--- src/rtl/fb_clear_pkg.sv ---
// fb_clear_pkg: shared types and constants for the framebuffer clear engine.
// Provides the FSM state enum, default base/size constants and burst sizing.
package fb_clear_pkg;

    typedef enum logic [1:0] {
        IDLE  = 2'd0,
        BURST = 2'd1,
        DONE  = 2'd2
    } fb_clear_state_t;

    localparam int unsigned AVM_BURST_W      = 8;
    localparam logic [28:0] FB_DEFAULT_BASE  = 29'h0600_0000;
    localparam int unsigned FB_DEFAULT_WORDS = 153600;

    // Unsigned minimum of the words left and the maximum burst length.
    // burst_len is at most 128, so the result always fits the burst field.
    function automatic logic [AVM_BURST_W-1:0] min_burst(
        input logic [31:0] remaining,
        input int unsigned burst_len
    );
        logic [31:0] blen;
        blen = burst_len;
        if (remaining < blen) begin
            return remaining[AVM_BURST_W-1:0];
        end
        return blen[AVM_BURST_W-1:0];
    endfunction

endpackage

--- src/rtl/fb_clear_engine_if.sv ---
// fb_clear_engine_if: Avalon-MM burst write bus (f2h_sdram1 write port).
// master: address/burstcount/write/writedata/byteenable out, waitrequest in.
interface fb_clear_engine_if
    import fb_clear_pkg::*;
#(
    parameter int unsigned ADDR_W = 29,
    parameter int unsigned DATA_W = 64
);
    logic [ADDR_W-1:0]      avm_address;
    logic [AVM_BURST_W-1:0] avm_burstcount;
    logic                   avm_write;
    logic [DATA_W-1:0]      avm_writedata;
    logic [7:0]             avm_byteenable;
    logic                   avm_waitrequest;

    modport master (
        output avm_address,
        output avm_burstcount,
        output avm_write,
        output avm_writedata,
        output avm_byteenable,
        input  avm_waitrequest
    );

    modport slave (
        input  avm_address,
        input  avm_burstcount,
        input  avm_write,
        input  avm_writedata,
        input  avm_byteenable,
        output avm_waitrequest
    );
endinterface

--- src/rtl/fb_clear_engine.sv ---
// fb_clear_engine: Avalon-MM burst write master filling the framebuffer with
// the background colour. Ports: clk, reset (sync, active-high), start,
// back_colour, busy, done, avm (master modport). With FB_CLEAR_PERF_EN
// defined, clear_cycles reports the cycle count of the last clear.
module fb_clear_engine
    import fb_clear_pkg::*;
#(
    parameter int unsigned       ADDR_W    = 29,
    parameter int unsigned       DATA_W    = 64,
    parameter int unsigned       BURST_LEN = 16,
    parameter logic [ADDR_W-1:0] FB_BASE   = ADDR_W'(FB_DEFAULT_BASE),
    parameter int unsigned       FB_WORDS  = FB_DEFAULT_WORDS
) (
    input  logic        clk,
    input  logic        reset,
    input  logic        start,
    input  logic [31:0] back_colour,
    output logic        busy,
    output logic        done,
`ifdef FB_CLEAR_PERF_EN
    output logic [31:0] clear_cycles,
`endif
    fb_clear_engine_if.master avm
);

    fb_clear_state_t        state_q, state_d;
    logic [ADDR_W-1:0]      addr_q, addr_d;
    logic [31:0]            rem_q, rem_d;
    logic [31:0]            colour_q, colour_d;
    logic [AVM_BURST_W-1:0] beat_q, beat_d;
    logic [AVM_BURST_W-1:0] burst;
    logic                   accept;
    logic                   last_beat;

    // rem_q only changes at a burst boundary, so burst stays constant
    // for every beat of a burst.
    assign burst     = min_burst(rem_q, BURST_LEN);
    assign accept    = (state_q == BURST) && !avm.avm_waitrequest;
    assign last_beat = accept && (beat_q == burst - 1'b1);

    always_ff @(posedge clk) begin
        if (reset) begin
            state_q  <= IDLE;
            addr_q   <= '0;
            rem_q    <= '0;
            colour_q <= '0;
            beat_q   <= '0;
        end else begin
            state_q  <= state_d;
            addr_q   <= addr_d;
            rem_q    <= rem_d;
            colour_q <= colour_d;
            beat_q   <= beat_d;
        end
    end

    always_comb begin
        state_d  = state_q;
        addr_d   = addr_q;
        rem_d    = rem_q;
        colour_d = colour_q;
        beat_d   = beat_q;
        unique case (state_q)
            IDLE: begin
                if (start) begin
                    colour_d = back_colour;
                    addr_d   = FB_BASE;
                    rem_d    = FB_WORDS;
                    beat_d   = '0;
                    state_d  = (FB_WORDS == 0) ? DONE : BURST;
                end
            end
            BURST: begin
                if (last_beat) begin
                    beat_d = '0;
                    addr_d = addr_q + ADDR_W'(burst);
                    rem_d  = rem_q - 32'(burst);
                    // Otherwise stay in BURST: next burst begins with no gap.
                    if (rem_q == 32'(burst)) begin
                        state_d = DONE;
                    end
                end else if (accept) begin
                    beat_d = beat_q + 1'b1;
                end
            end
            DONE: begin
                state_d = IDLE;
            end
            default: begin
                state_d = IDLE;
            end
        endcase
    end

    // Bus fields are forced to zero outside a burst.
    always_comb begin
        avm.avm_write      = (state_q == BURST);
        avm.avm_address    = '0;
        avm.avm_burstcount = '0;
        avm.avm_writedata  = '0;
        avm.avm_byteenable = '0;
        if (state_q == BURST) begin
            avm.avm_address    = addr_q;
            avm.avm_burstcount = burst;
            avm.avm_writedata  = {(DATA_W / 32){colour_q}};
            avm.avm_byteenable = 8'hFF;
        end
    end

    assign busy = (state_q != IDLE);
    assign done = (state_q == DONE);

`ifdef FB_CLEAR_PERF_EN
    logic [31:0] cyc_q;

    always_ff @(posedge clk) begin
        if (reset) begin
            cyc_q <= '0;
        end else if (state_q == IDLE) begin
            if (start) begin
                cyc_q <= '0;
            end
        end else if (cyc_q != 32'hFFFF_FFFF) begin
            cyc_q <= cyc_q + 32'd1;
        end
    end

    assign clear_cycles = cyc_q;
`endif

endmodule

--- src/flat_wrapper.sv ---
// flat-port wrapper written by rule: the top's interface ports become plain ports
module fb_clear_engine_flat import fb_clear_pkg::*;
#(
    parameter int unsigned       ADDR_W    = 29,
    parameter int unsigned       DATA_W    = 64,
    parameter int unsigned       BURST_LEN = 16,
    parameter logic [ADDR_W-1:0] FB_BASE   = ADDR_W'(FB_DEFAULT_BASE),
    parameter int unsigned       FB_WORDS  = FB_DEFAULT_WORDS
)
  (clk, reset, start, back_colour, busy, done, avm_avm_address, avm_avm_burstcount, avm_avm_write, avm_avm_writedata, avm_avm_byteenable, avm_avm_waitrequest);
  fb_clear_engine_if #(.ADDR_W(ADDR_W), .DATA_W(DATA_W)) avm_i ();
  input  logic clk;
  input  logic reset;
  input  logic start;
  input  logic [31:0] back_colour;
  output logic busy;
  output logic done;
  output wire logic [$bits(avm_i.avm_address)-1:0] avm_avm_address;
  output wire logic [$bits(avm_i.avm_burstcount)-1:0] avm_avm_burstcount;
  output wire logic [$bits(avm_i.avm_write)-1:0] avm_avm_write;
  output wire logic [$bits(avm_i.avm_writedata)-1:0] avm_avm_writedata;
  output wire logic [$bits(avm_i.avm_byteenable)-1:0] avm_avm_byteenable;
  input wire logic [$bits(avm_i.avm_waitrequest)-1:0] avm_avm_waitrequest;
  assign avm_avm_address = avm_i.avm_address;
  assign avm_avm_burstcount = avm_i.avm_burstcount;
  assign avm_avm_write = avm_i.avm_write;
  assign avm_avm_writedata = avm_i.avm_writedata;
  assign avm_avm_byteenable = avm_i.avm_byteenable;
  assign avm_i.avm_waitrequest = avm_avm_waitrequest;
  fb_clear_engine #(.ADDR_W(ADDR_W), .DATA_W(DATA_W), .BURST_LEN(BURST_LEN), .FB_BASE(FB_BASE), .FB_WORDS(FB_WORDS)) u_core (.clk(clk), .reset(reset), .start(start), .back_colour(back_colour), .busy(busy), .done(done), .avm(avm_i));
endmodule
--- config.mk ---
export PLATFORM = sky130hd
export DESIGN_NAME = fb_clear_engine_flat
export DESIGN_NICKNAME = d
export VERILOG_FILES = /design/src/rtl/fb_clear_pkg.sv /design/src/rtl/fb_clear_engine_if.sv /design/src/rtl/fb_clear_engine.sv /design/src/flat_wrapper.sv
export SDC_FILE = /design/constraint.sdc
export NUM_CORES = 1
export LEC_CHECK = 0
export CAP_MARGIN = 20
export CELL_PAD_IN_SITES_DETAIL_PLACEMENT = 1
export CELL_PAD_IN_SITES_GLOBAL_PLACEMENT = 1
export CORE_MARGIN = 4
export CORE_UTILIZATION = 40
export CTS_BUF_LIST = sky130_fd_sc_hd__clkbuf_8
export CTS_CLUSTER_DIAMETER = 40
export CTS_CLUSTER_SIZE = 25
export DETAILED_ROUTE_END_ITERATION = 12
export HOLD_SLACK_MARGIN = 0.02
export PLACE_DENSITY = 0.95
export SLEW_MARGIN = 5
export SYNTH_ARGS = -nofsm -noshare
export SYNTH_HDL_FRONTEND = slang
export SYNTH_SLANG_ARGS = --single-unit
--- constraint.sdc ---
create_clock -name clk -period 7.6 [get_ports clk]
set_input_delay 1.52 -clock clk [delete_from_list [all_inputs] [get_ports clk]]
set_output_delay 1.52 -clock clk [all_outputs]
set_load 0.02 [all_outputs]
==> results.py, run 1 <==
metrics = {
    "clock_network": {
        "clk_pin_slew_worst_paths_ns": 0.11,
        "postCtsHoldBufs": 0,
        "post_cts_buffers": 0,
        "root_buffer": "clkbuf_8",
        "cts_resized": 0,
        "h-tree-depth": 3,
        "cts_inserted_buffers": 9,
        "cts_tree": "built",
        "insertion_delay_ns": 0.38,
        "clockBufferDepth": 2,
        "cts_sinks": 103,
    },
    "critical_path": {
        "critical_path.top_delay_family": "simple AND/OR/NAND/NOR gates",
        "critPathMaxStageDelay_ns": 1.03,
        "slowest_stage": "a222oi_1",
        "critical_path.cell_chain": "or4_4 -> nor2b_2 -> nand3_2 -> nor2_1 -> nand2_1 -> ha_1 -> nor3b_1 -> nor4b_1 -> a31oi_1 -> or3_1 -> a222oi_1 -> a21oi_4 -> buf_4 -> or4_1 -> a21oi_1",
        "cp-start-kind": "register",
        "worstSetupPathType": "register to register",
        "worst_setup_path_end_kind": "register",
        "required_ns": 7.89,
        "worst-path-buf-inv": 1,
        "reg2reg_depth": 15,
        "worstPathMaxFanout": 85,
        "worstPathArrival_ns": 6.28,
        "crit_cells": 15,
    },
    "sta": {
        "slew_headroom_pct": 21.0,
        "fin_crit_ns": 5.98,
        "period_share_pct": 78.8,
        "finalHoldViolCount": 0,
        "fin_setup_tns_ns": 0,
        "setup_viol": 0,
        "finClkSkew_ns": 0.0171,
        "tightest_slew_ns": 1.19,
        "rsz0062_at_grt": "no",
        "max_freq_ghz": 0.167,
        "layout_setup_ws_ns": 1.62,
        "slew_viol_final": 0,
    },
    "drt": {
        "totalWireLength_um": 20000,
        "drt-initial-drc-count": 465,
        "wl_per_cell_um": 19.5,
        "drc": 0,
        "vias": 5983,
        "drtAntennaViolNets": 0,
        "firstDrtPassIters": 5,
        "viasPerCell": 5.83,
    },
    "power_and_ir_drop": {
        "leakage_nw": 2.51,
        "peakVddDrop_mv": 0.0998,
        "p_per_area_nw_per_um2": 164,
    },
    "floorplanning": {
        "die_x_um": 129,
        "core_area_um2": 14500,
        "dieHeight_um": 129,
        "die-area_um2": 16700,
        "rows": 44,
        "pin_count": 148,
        "initial_core_util_pct": 40.7,
    },
    "grt": {
        "grt_overflow_total": 0,
        "track_usage_pct": 23.2,
        "antenna_found_initial": 0,
        "grt_pass1_wl_um": 31500,
        "grt_max_degree": 86,
        "grt_pass1_vias": 6139,
    },
    "logic_synthesis": {
        "synth_top_family_by_area": "simple AND/OR/NAND/NOR gates",
        "synthAdderAreaFrac_pct": 2.67,
        "synth_edf_count": 0,
        "synthXorXnorAreaFrac_pct": 1.93,
        "yosys.area_share.simple_pct": 32.3,
        "synthTopCellsByCount": "104 x nand2_1, 103 x dfxtp_1, 89 x a21oi_1",
        "yosys.area.top_type_share_pct": 35.0,
        "synth_seq_area_share_pct": 35.0,
        "yosysUniqueCellTypes": 56,
        "synthCells": 763,
        "avgSynthCellArea_um2": 7.73,
        "yosysMostFrequentCell": "nand2_1",
        "synthesis.area_um2": 5900,
        "async_flop_share_pct": 0,
        "synth_warnings": 0,
        "ys.flop_type": "dfxtp_1",
        "yosys.area.top_type": "dfxtp_1",
        "synth_compound_area_share_pct": 17.7,
        "yosys-top-cells-area": "dfxtp_1 35%, a21oi_1 7.6%, nand2_1 6.6%",
        "ys_ff_latch": 103,
        "synth_mux_area_share_pct": 0.509,
    },
    "layout": {
        "nNetsFinal": 886,
        "final_area_um2": 7350,
        "n_fill_cell": 1767,
        "drive_above_1_share_pct": 4.74,
        "synthToLayoutAreaGrowth_pct": 24.6,
        "n_antenna_cell": 0,
    },
    "placed_design": {
        "dpl_cell_area_um2": 7130,
        "pre_cts_ws_ns": 2.02,
        "place_congestion": 0.814,
        "dp_hpwl_um": 13600,
        "portBuffers": 144,
    },
    "hold_path": {
        "min_path_type": "register to register",
        "hold_depth": 2,
    },
    "outcome": {
        "status": "finished clean",
    },
    "run": {
        "drv_cap": 0,
    },
}
[registers in the layout, summed over array words and instances (netlist names)]
name             cells
u_core.state_q       2
u_core.beat_q        8
u_core.colour_q     32
u_core.addr_q       29
u_core.rem_q        32
[kinds of logic (layout without fill, tap and decap cells)]
group,Yosys count,in the layout
AOI/OAI and AO/OA,172,172
other,2,7
and+or+nand+nor,347,347
DFF,103,103
xor gates and xnor gates,13,13
adders and majority gates,12,12
muxes,3,3
buffers and inverters,111,186
[per-stage QoR]
| stage | hold slack (ns) | cells | utilization, % | power [mW] |
|---|---|---|---|---|
| 3_3_place_gp | 0.436 | 1011 | 49.3 | 0.823 |
| 6_report | 0.460 | 1027 | 50.8 | 1.21 |
| 3_5_place_dp | 0.445 | 1011 | 49.3 | 0.834 |
| 2_1_floorplan | 0.415 | 768 | - | 0.751 |
| 5_1_grt | 0.489 | 1027 | 50.8 | 1.26 |
| 4_1_cts | 0.461 | 1027 | 50.8 | 1.21 |
[power by group]
group | switching, mW | internal, mW
registers | 0.0177 | 0.560
clock network | 0.203 | 0.173
logic | 0.160 | 0.0936
[layer usage]
| metal | part of all wire [%] | vias to the layer above | track usage (%) |
|---|---|---|---|
| met4 | 3.3 | 0 | 8.86 |
| met5 | 0 | - | 0 |
| met3 | 3.8 | 57 | 3.50 |
| li1 | - | 2823 | - |
| met1 | 41 | 2911 | 28.9 |
| met2 | 52 | 192 | 40.3 |
[placed cells by master (no fill, tap or decap), types with 15 or more instances in the layout]
cell,n
o21ai_0,15
nand3_1,15
a21oi_1,89
and2_1,59
or3_1,25
inv_1,19
dfxtp_1,103
or4_1,39
nand2_1,104
nor2_1,23
clkdlybuf4s50_1,143
o31ai_1,32
[worst paths after layout]
check                                         start                  end  slack, ns
worst max-delay path                u_core.rem_q[8]     u_core.rem_q[28]       1.62
worst min-delay path            u_core.colour_q[29]  u_core.colour_q[29]       0.46
worst max register to register      u_core.rem_q[8]     u_core.rem_q[28]       1.62
worst min register to register  u_core.colour_q[29]  u_core.colour_q[29]       0.46
[tightest hold or removal path, delay by kind of cell, from the launching register on]
family	cells	cell delay, ns
DFF	1	0.32
and+or+nand+nor	1	0.05
AOI/OAI and AO/OA	1	0.05
[area by class of cell]
type | count | area [um2] | share of cell area, %
inverter | 20 | 75.1 | 1.02
timing repair buffer | 150 | 1480 | 20.2
tap | 184 | 230 | 3.13
multi-input combinational | 554 | 3280 | 44.7
clock inverter | 5 | 65.1 | 0.885
sequential | 103 | 2060 | 28.1
clock buffer | 11 | 151 | 2.06
Power figures use the tool's default switching activity.
==> run 2, diff against run 1 <==
--- a/config.mk
+++ b/config.mk
@@ -9,13 +9,13 @@
 export CELL_PAD_IN_SITES_DETAIL_PLACEMENT = 1
 export CELL_PAD_IN_SITES_GLOBAL_PLACEMENT = 1
 export CORE_MARGIN = 4
-export CORE_UTILIZATION = 40
+export CORE_UTILIZATION = 33
 export CTS_BUF_LIST = sky130_fd_sc_hd__clkbuf_8
 export CTS_CLUSTER_DIAMETER = 40
 export CTS_CLUSTER_SIZE = 25
 export DETAILED_ROUTE_END_ITERATION = 12
 export HOLD_SLACK_MARGIN = 0.02
-export PLACE_DENSITY = 0.95
+export PLACE_DENSITY = 0.84
 export SLEW_MARGIN = 5
 export SYNTH_ARGS = -nofsm -noshare
 export SYNTH_HDL_FRONTEND = slang
==> constraint.sdc (replaced) <==
create_clock -name clk -period 5.2 [get_ports clk]
set_input_delay 1.04 -clock clk [delete_from_list [all_inputs] [get_ports clk]]
set_output_delay 1.04 -clock clk [all_outputs]
set_load 0.02 [all_outputs]
==> run 2 against run 1 <==
Net effect: non-clock buffer count grew 9; maximum frequency grew 27%; global-route usage shrank 6.2 points; total power grew 39%; clock skew shrank 0.0018 ns; critical path type unchanged; clock power grew 24%; largest cell class unchanged; cell count grew 4.9%.
==> results.py, run 2 (synthesis gave the netlist of run 1 again) <==
metrics = {
    "power_and_ir_drop": {
        "netSwitchingPower_mw": 0.538,
        "p_per_area_nw_per_um2": 225,
        "peakVddDrop_mv": 0.116,
        "leakage_nw": 2.53,
        "power_frac_seq_pct": 50.2,
        "swShare_pct": 32.1,
        "p_clk_share_pct": 28.0,
        "p_comb_share_pct": 21.8,
        "internal_power_mw": 1.14,
        "finalPower_mw": 1.68,
    },
    "critical_path": {
        "worstPathMaxFanout": 47,
        "worst_setup_path_end_kind": "register",
        "worstSetupPathType": "register to register",
        "r2r_slack_ns": 0.47,
        "r2r-end": "u_core.addr_q[12]",
        "r2r-start": "u_core.rem_q[8]",
        "cp-start-kind": "register",
        "required_ns": 5.53,
        "reg2reg_depth": 15,
        "worstPathArrival_ns": 5.06,
    },
    "hold_path": {
        "hold_depth": 2,
        "hp-start": "u_core.colour_q[18]",
        "hold_end": "u_core.colour_q[18]",
        "min_path_type": "register to register",
    },
    "sta": {
        "period_share_pct": 90.9,
        "slew_viol_final": 0,
        "finClkSkew_ns": 0.0153,
        "setup_viol": 0,
        "slew_headroom_pct": 50.9,
        "fin_crit_ns": 4.73,
        "finalHoldViolCount": 0,
        "rsz0062_at_grt": "no",
        "fin_setup_tns_ns": 0,
        "tightest_slew_ns": 0.737,
        "max_freq_ghz": 0.212,
    },
    "floorplanning": {
        "die_x_um": 142,
        "pin_count": 148,
        "die-area_um2": 20100,
        "dieHeight_um": 142,
        "rows": 48,
        "core_area_um2": 17400,
        "initial_core_util_pct": 33.9,
    },
    "layout": {
        "final_common_cell": "clkdlybuf4s50_1",
        "drive_above_1_share_pct": 5.63,
        "n_fill_cell": 2126,
        "multi_input_area_um2": 3280,
        "final_area_um2": 7440,
        "final_cells": 1077,
        "layout.area.seq_um2": 2060,
        "n_antenna_cell": 0,
        "synthToLayoutAreaGrowth_pct": 26.1,
        "final_cell_mix": "143 x clkdlybuf4s50_1, 104 x nand2_1, 103 x dfxtp_1, 89 x a21oi_1, 59 x and2_1",
        "nNetsFinal": 895,
        "final_util_pct": 42.7,
        "largestRegisters": "u_core.colour_q: 32 flops, u_core.rem_q: 32 flops, u_core.addr_q: 29 flops",
    },
    "drt": {
        "vias": 5722,
        "drc": 0,
        "wl_per_cell_um": 16.1,
        "viasPerCell": 5.31,
        "totalWireLength_um": 17400,
        "drt-initial-drc-count": 265,
        "drtAntennaViolNets": 0,
        "firstDrtPassIters": 7,
    },
    "clock_network": {
        "insertion_delay_ns": 0.39,
        "postCtsHoldBufs": 0,
        "root_buffer": "clkbuf_8",
        "cts_inserted_buffers": 9,
        "cts_resized": 0,
        "post_cts_buffers": 0,
        "cts_sinks": 103,
        "clockBufferDepth": 2,
        "clk_pin_slew_worst_paths_ns": 0.11,
        "cts_tree": "built",
        "h-tree-depth": 3,
    },
    "grt": {
        "track_usage_pct": 17.0,
        "grt_overflow_total": 0,
        "grt_pass1_vias": 5714,
        "antenna_found_initial": 0,
        "grt_pass1_wl_um": 28500,
        "grt_max_degree": 72,
    },
    "placed_design": {
        "dp_hpwl_um": 12400,
        "portBuffers": 144,
        "place_congestion": 0.827,
        "post-place-cells": 1061,
        "dpl_cell_area_um2": 7260,
    },
    "outcome": {
        "status": "finished clean",
    },
    "run": {
        "drv_cap": 0,
    },
}
[run 2: changes by cell type in the layout (fill, tap and decap cells not counted), sizes merged]
cell,before,now
buf,7,16
bufinv,1,0
clkbuf,11,9
clkinv,2,3
clkinvlp,2,3
inv,20,21
[run 2: layout make-up]
type                            count  share of cell area [%]
Clock buffer                        9                    1.67
Clock inverter                      7                   0.656
Inverter                           20                    1.01
Multi-Input combinational cell    554                    44.2
Sequential cell                   103                    27.7
Tap cell                          225                    3.79
Timing Repair Buffer              159                    21.0
[run 2: power by group through the flow]
| stage | Combinational (mW) | Sequential [mW] | Clock (mW) |
|---|---|---|---|
| final | 0.366 | 0.841 | 0.469 |
| after global routing | 0.406 | 0.846 | 0.515 |
| after CTS | 0.369 | 0.840 | 0.490 |
| after detailed placement | 0.367 | 0.859 | 0 |
| after global placement | 0.359 | 0.857 | 0 |
| after floorplan | 0.246 | 0.852 | 0 |
[run 2: worst max-delay path by stage]
stage                        endpoint  slack [ns]       startpoint  depth (start not counted)
floorplan            u_core.rem_q[13]        0.67  u_core.rem_q[8]                         16
detailed placement  u_core.addr_q[20]        0.53  u_core.rem_q[8]                         15
CTS                 u_core.addr_q[28]        0.52  u_core.rem_q[8]                         15
global route        u_core.addr_q[20]        0.15  u_core.rem_q[8]                         15
finish              u_core.addr_q[12]        0.47  u_core.rem_q[8]                         15
global placement     u_core.addr_q[4]        0.68  u_core.rem_q[8]                         15
[run 2: routing by layer]
| layer | wire (um) | GRT usage, % | part of all wire [%] | up-vias |
|---|---|---|---|---|
| met2 | 8940 | 30.7 | 51 | 93 |
| met1 | 7690 | 21.2 | 44 | 2790 |
| met4 | 174 | 3.59 | 1.0 | 0 |
| met3 | 564 | 2.93 | 3.2 | 13 |
| met5 | 0 | 0 | 0 | - |
| li1 | - | - | - | 2826 |
[run 2: worst max-delay path, stage by stage, from the launching register on]
cell and delay (ns):
dfxtp_1 0.37, or4_4 0.58, nor2b_2 0.21, nand3_2 0.17, nor2_1 0.21, nand2_1 0.14
ha_1 0.25, nor3b_1 0.20, nor4b_1 0.28, a31oi_1 0.07, or3_1 0.35, a222oi_1 0.58
a21oi_4 0.30, buf_12 0.26, or4_1 0.52, a21oi_1 0.16
[run 2: stage by stage]
step / hold slack [ns] / setup slack, ns
after floorplan: 0.415 / 0.665
after detailed placement: 0.442 / 0.528
after global placement: 0.437 / 0.676
final: 0.453 / 0.472
after global routing: 0.478 / 0.154
after CTS: 0.457 / 0.521
==> run 3, diff against run 2 <==
--- a/config.mk
+++ b/config.mk
@@ -9,13 +9,13 @@
 export CELL_PAD_IN_SITES_DETAIL_PLACEMENT = 1
 export CELL_PAD_IN_SITES_GLOBAL_PLACEMENT = 1
 export CORE_MARGIN = 4
-export CORE_UTILIZATION = 33
-export CTS_BUF_LIST = sky130_fd_sc_hd__clkbuf_8
+export CORE_UTILIZATION = 32
 export CTS_CLUSTER_DIAMETER = 40
 export CTS_CLUSTER_SIZE = 25
 export DETAILED_ROUTE_END_ITERATION = 12
 export HOLD_SLACK_MARGIN = 0.02
-export PLACE_DENSITY = 0.84
+export MAX_ROUTING_LAYER = met4
+export PLACE_DENSITY = 0.82
 export SLEW_MARGIN = 5
 export SYNTH_ARGS = -nofsm -noshare
 export SYNTH_HDL_FRONTEND = slang
==> run 3 against run 2 <==
Net effect: non-clock buffer count stayed put; combinational power is 2% higher; clock skew is 0.0063 ns lower; sequential power hardly changed; core utilization is 0.59 points lower; first-iteration DRC count is 6.0% lower.
==> results.py, run 3 (synthesis gave the netlist of run 1 again) <==
metrics = {
    "sta": {
        "slew_viol_final": 0,
        "finalHoldViolCount": 0,
        "slew_headroom_pct": 58.1,
        "finClkSkew_ns": 0.00897,
        "tightest_slew_ns": 0.622,
        "fin_setup_tns_ns": 0,
        "setup_viol": 0,
        "max_freq_ghz": 0.213,
        "period_share_pct": 90.4,
        "fin_crit_ns": 4.70,
        "rsz0062_at_grt": "no",
    },
    "placed_design": {
        "dp_hpwl_um": 12700,
        "portBuffers": 144,
        "place_congestion": 0.855,
    },
    "drt": {
        "totalWireLength_um": 18100,
        "drtAntennaViolNets": 0,
        "wl_per_cell_um": 16.7,
        "vias": 5820,
        "drt-initial-drc-count": 249,
        "firstDrtPassIters": 5,
        "drc": 0,
        "viasPerCell": 5.38,
    },
    "hold_path": {
        "hold_depth": 2,
        "hold_end": "u_core.colour_q[3]",
        "min_path_type": "register to register",
        "hp-start": "u_core.colour_q[3]",
    },
    "grt": {
        "grt_pass1_wl_um": 28900,
        "grt_pass1_vias": 5763,
        "track_usage_pct": 17.6,
        "grt_overflow_total": 0,
        "antenna_found_initial": 0,
        "grt_max_degree": 49,
    },
    "critical_path": {
        "worstPathMaxFanout": 44,
        "critical_path.cell_chain": "or4_4 -> nor2_2 -> nand3_2 -> nor2_1 -> nand2_1 -> ha_1 -> nor3b_1 -> nor4b_1 -> a31oi_1 -> or3_1 -> a222oi_1 -> buf_4 -> a21oi_4 -> buf_12 -> buf_12 -> or4_1 -> a21oi_1",
        "critPathMaxStageDelay_ns": 0.57,
        "required_ns": 5.49,
        "slowest_stage": "or4_4",
        "worst_setup_path_end_kind": "register",
        "cp-start-kind": "register",
        "worstSetupPathType": "register to register",
        "crit_cells": 17,
        "worst_path_most_repeated_cell": "buf_12",
        "r2r_slack_ns": 0.50,
        "critical_path.top_delay_family": "simple AND/OR/NAND/NOR gates",
        "worstPathArrival_ns": 4.99,
        "reg2reg_depth": 17,
        "r2r-start": "u_core.rem_q[24]",
        "r2r-end": "u_core.rem_q[19]",
        "worst-path-buf-inv": 3,
    },
    "layout": {
        "nNetsFinal": 895,
        "final_util_pct": 42.1,
        "drive_above_1_share_pct": 5.40,
        "largestRegisters": "u_core.colour_q: 32 flops, u_core.rem_q: 32 flops, u_core.addr_q: 29 flops",
        "synthToLayoutAreaGrowth_pct": 28.7,
        "final_common_cell": "clkdlybuf4s50_1",
        "final_cell_mix": "143 x clkdlybuf4s50_1, 104 x nand2_1, 103 x dfxtp_1, 89 x a21oi_1, 59 x and2_1",
        "n_antenna_cell": 0,
    },
    "floorplanning": {
        "rows": 49,
        "initial_core_util_pct": 32.7,
        "die-area_um2": 20700,
        "pin_count": 148,
        "die_x_um": 144,
        "core_area_um2": 18000,
        "dieHeight_um": 144,
    },
    "clock_network": {
        "clk_pin_slew_worst_paths_ns": 0.06,
        "cts_inserted_buffers": 9,
        "postCtsHoldBufs": 0,
        "cts_tree": "built",
        "root_buffer": "clkbuf_16",
        "cts_sinks": 103,
        "cts_resized": 0,
        "clockBufferDepth": 2,
        "insertion_delay_ns": 0.36,
        "post_cts_buffers": 0,
        "h-tree-depth": 3,
    },
    "power_and_ir_drop": {
        "peakVddDrop_mv": 0.152,
        "leakage_nw": 2.61,
        "p_per_area_nw_per_um2": 253,
    },
    "outcome": {
        "status": "finished clean",
    },
    "run": {
        "drv_cap": 0,
    },
}
[run 3: metrics by stage]
stage               area, um2  power (mW)  hold WS, ns  worst slack, ns  instances
floorplan                5920        1.10        0.415            0.665        768
global placement         7270        1.22        0.438            0.625       1064
detailed placement       7270        1.23        0.439            0.420       1064
CTS                      7570        1.94        0.453            0.412       1080
global route             7590        2.02        0.469            0.104       1081
finish                   7590        1.92        0.449            0.497       1081
[run 3: worst max-delay path by stage]
stage                                start          endpoint  slack (ns)
final                     u_core.rem_q[24]  u_core.rem_q[19]        0.50
after global routing       u_core.rem_q[8]  u_core.rem_q[22]        0.10
after CTS                 u_core.rem_q[24]  u_core.rem_q[29]        0.41
after detailed placement  u_core.rem_q[24]  u_core.rem_q[29]        0.42
after global placement    u_core.rem_q[24]  u_core.rem_q[27]        0.63
after floorplan            u_core.rem_q[8]  u_core.rem_q[13]        0.67
[run 3: cell type report]
| cell class | count | area, um2 |
|---|---|---|
| clock buffers | 14 | 264 |
| well taps | 229 | 287 |
| repair buffers | 159 | 1570 |
| clock inverters | 2 | 38.8 |
| multi-input cells | 554 | 3290 |
| inverters | 20 | 75.1 |
| flip-flops and latches | 103 | 2060 |
| fillers | 2177 | 10400 |
[run 3: power by group]
part / switching (mW) / internal [mW] / total, mW
Sequential: 0.0240 / 0.818 / 0.842
Combinational: 0.226 / 0.148 / 0.374
Clock: 0.306 / 0.402 / 0.707
[run 3: metal layers]
metal | up-vias | GRT usage [%] | part of all wire (%)
met5 | - | - | 0
met3 | 25 | 2.53 | 4.0
met1 | 2820 | 21.7 | 45
met2 | 125 | 29.5 | 50
li1 | 2850 | - | -
met4 | 0 | 5.95 | 1.7
[run 3: worst register-to-register path, stage by stage (launching register included)]
cell and delay, ns:
dfxtp_1 0.35, or4_4 0.57, nor2_2 0.21, nand3_2 0.17, nor2_1 0.24, nand2_1 0.18
ha_1 0.29, nor3b_1 0.20, nor4b_1 0.31, a31oi_1 0.07, or3_1 0.35, a222oi_1 0.34
buf_4 0.22, a21oi_4 0.10, buf_12 0.18, buf_12 0.20, or4_1 0.53, a21oi_1 0.14
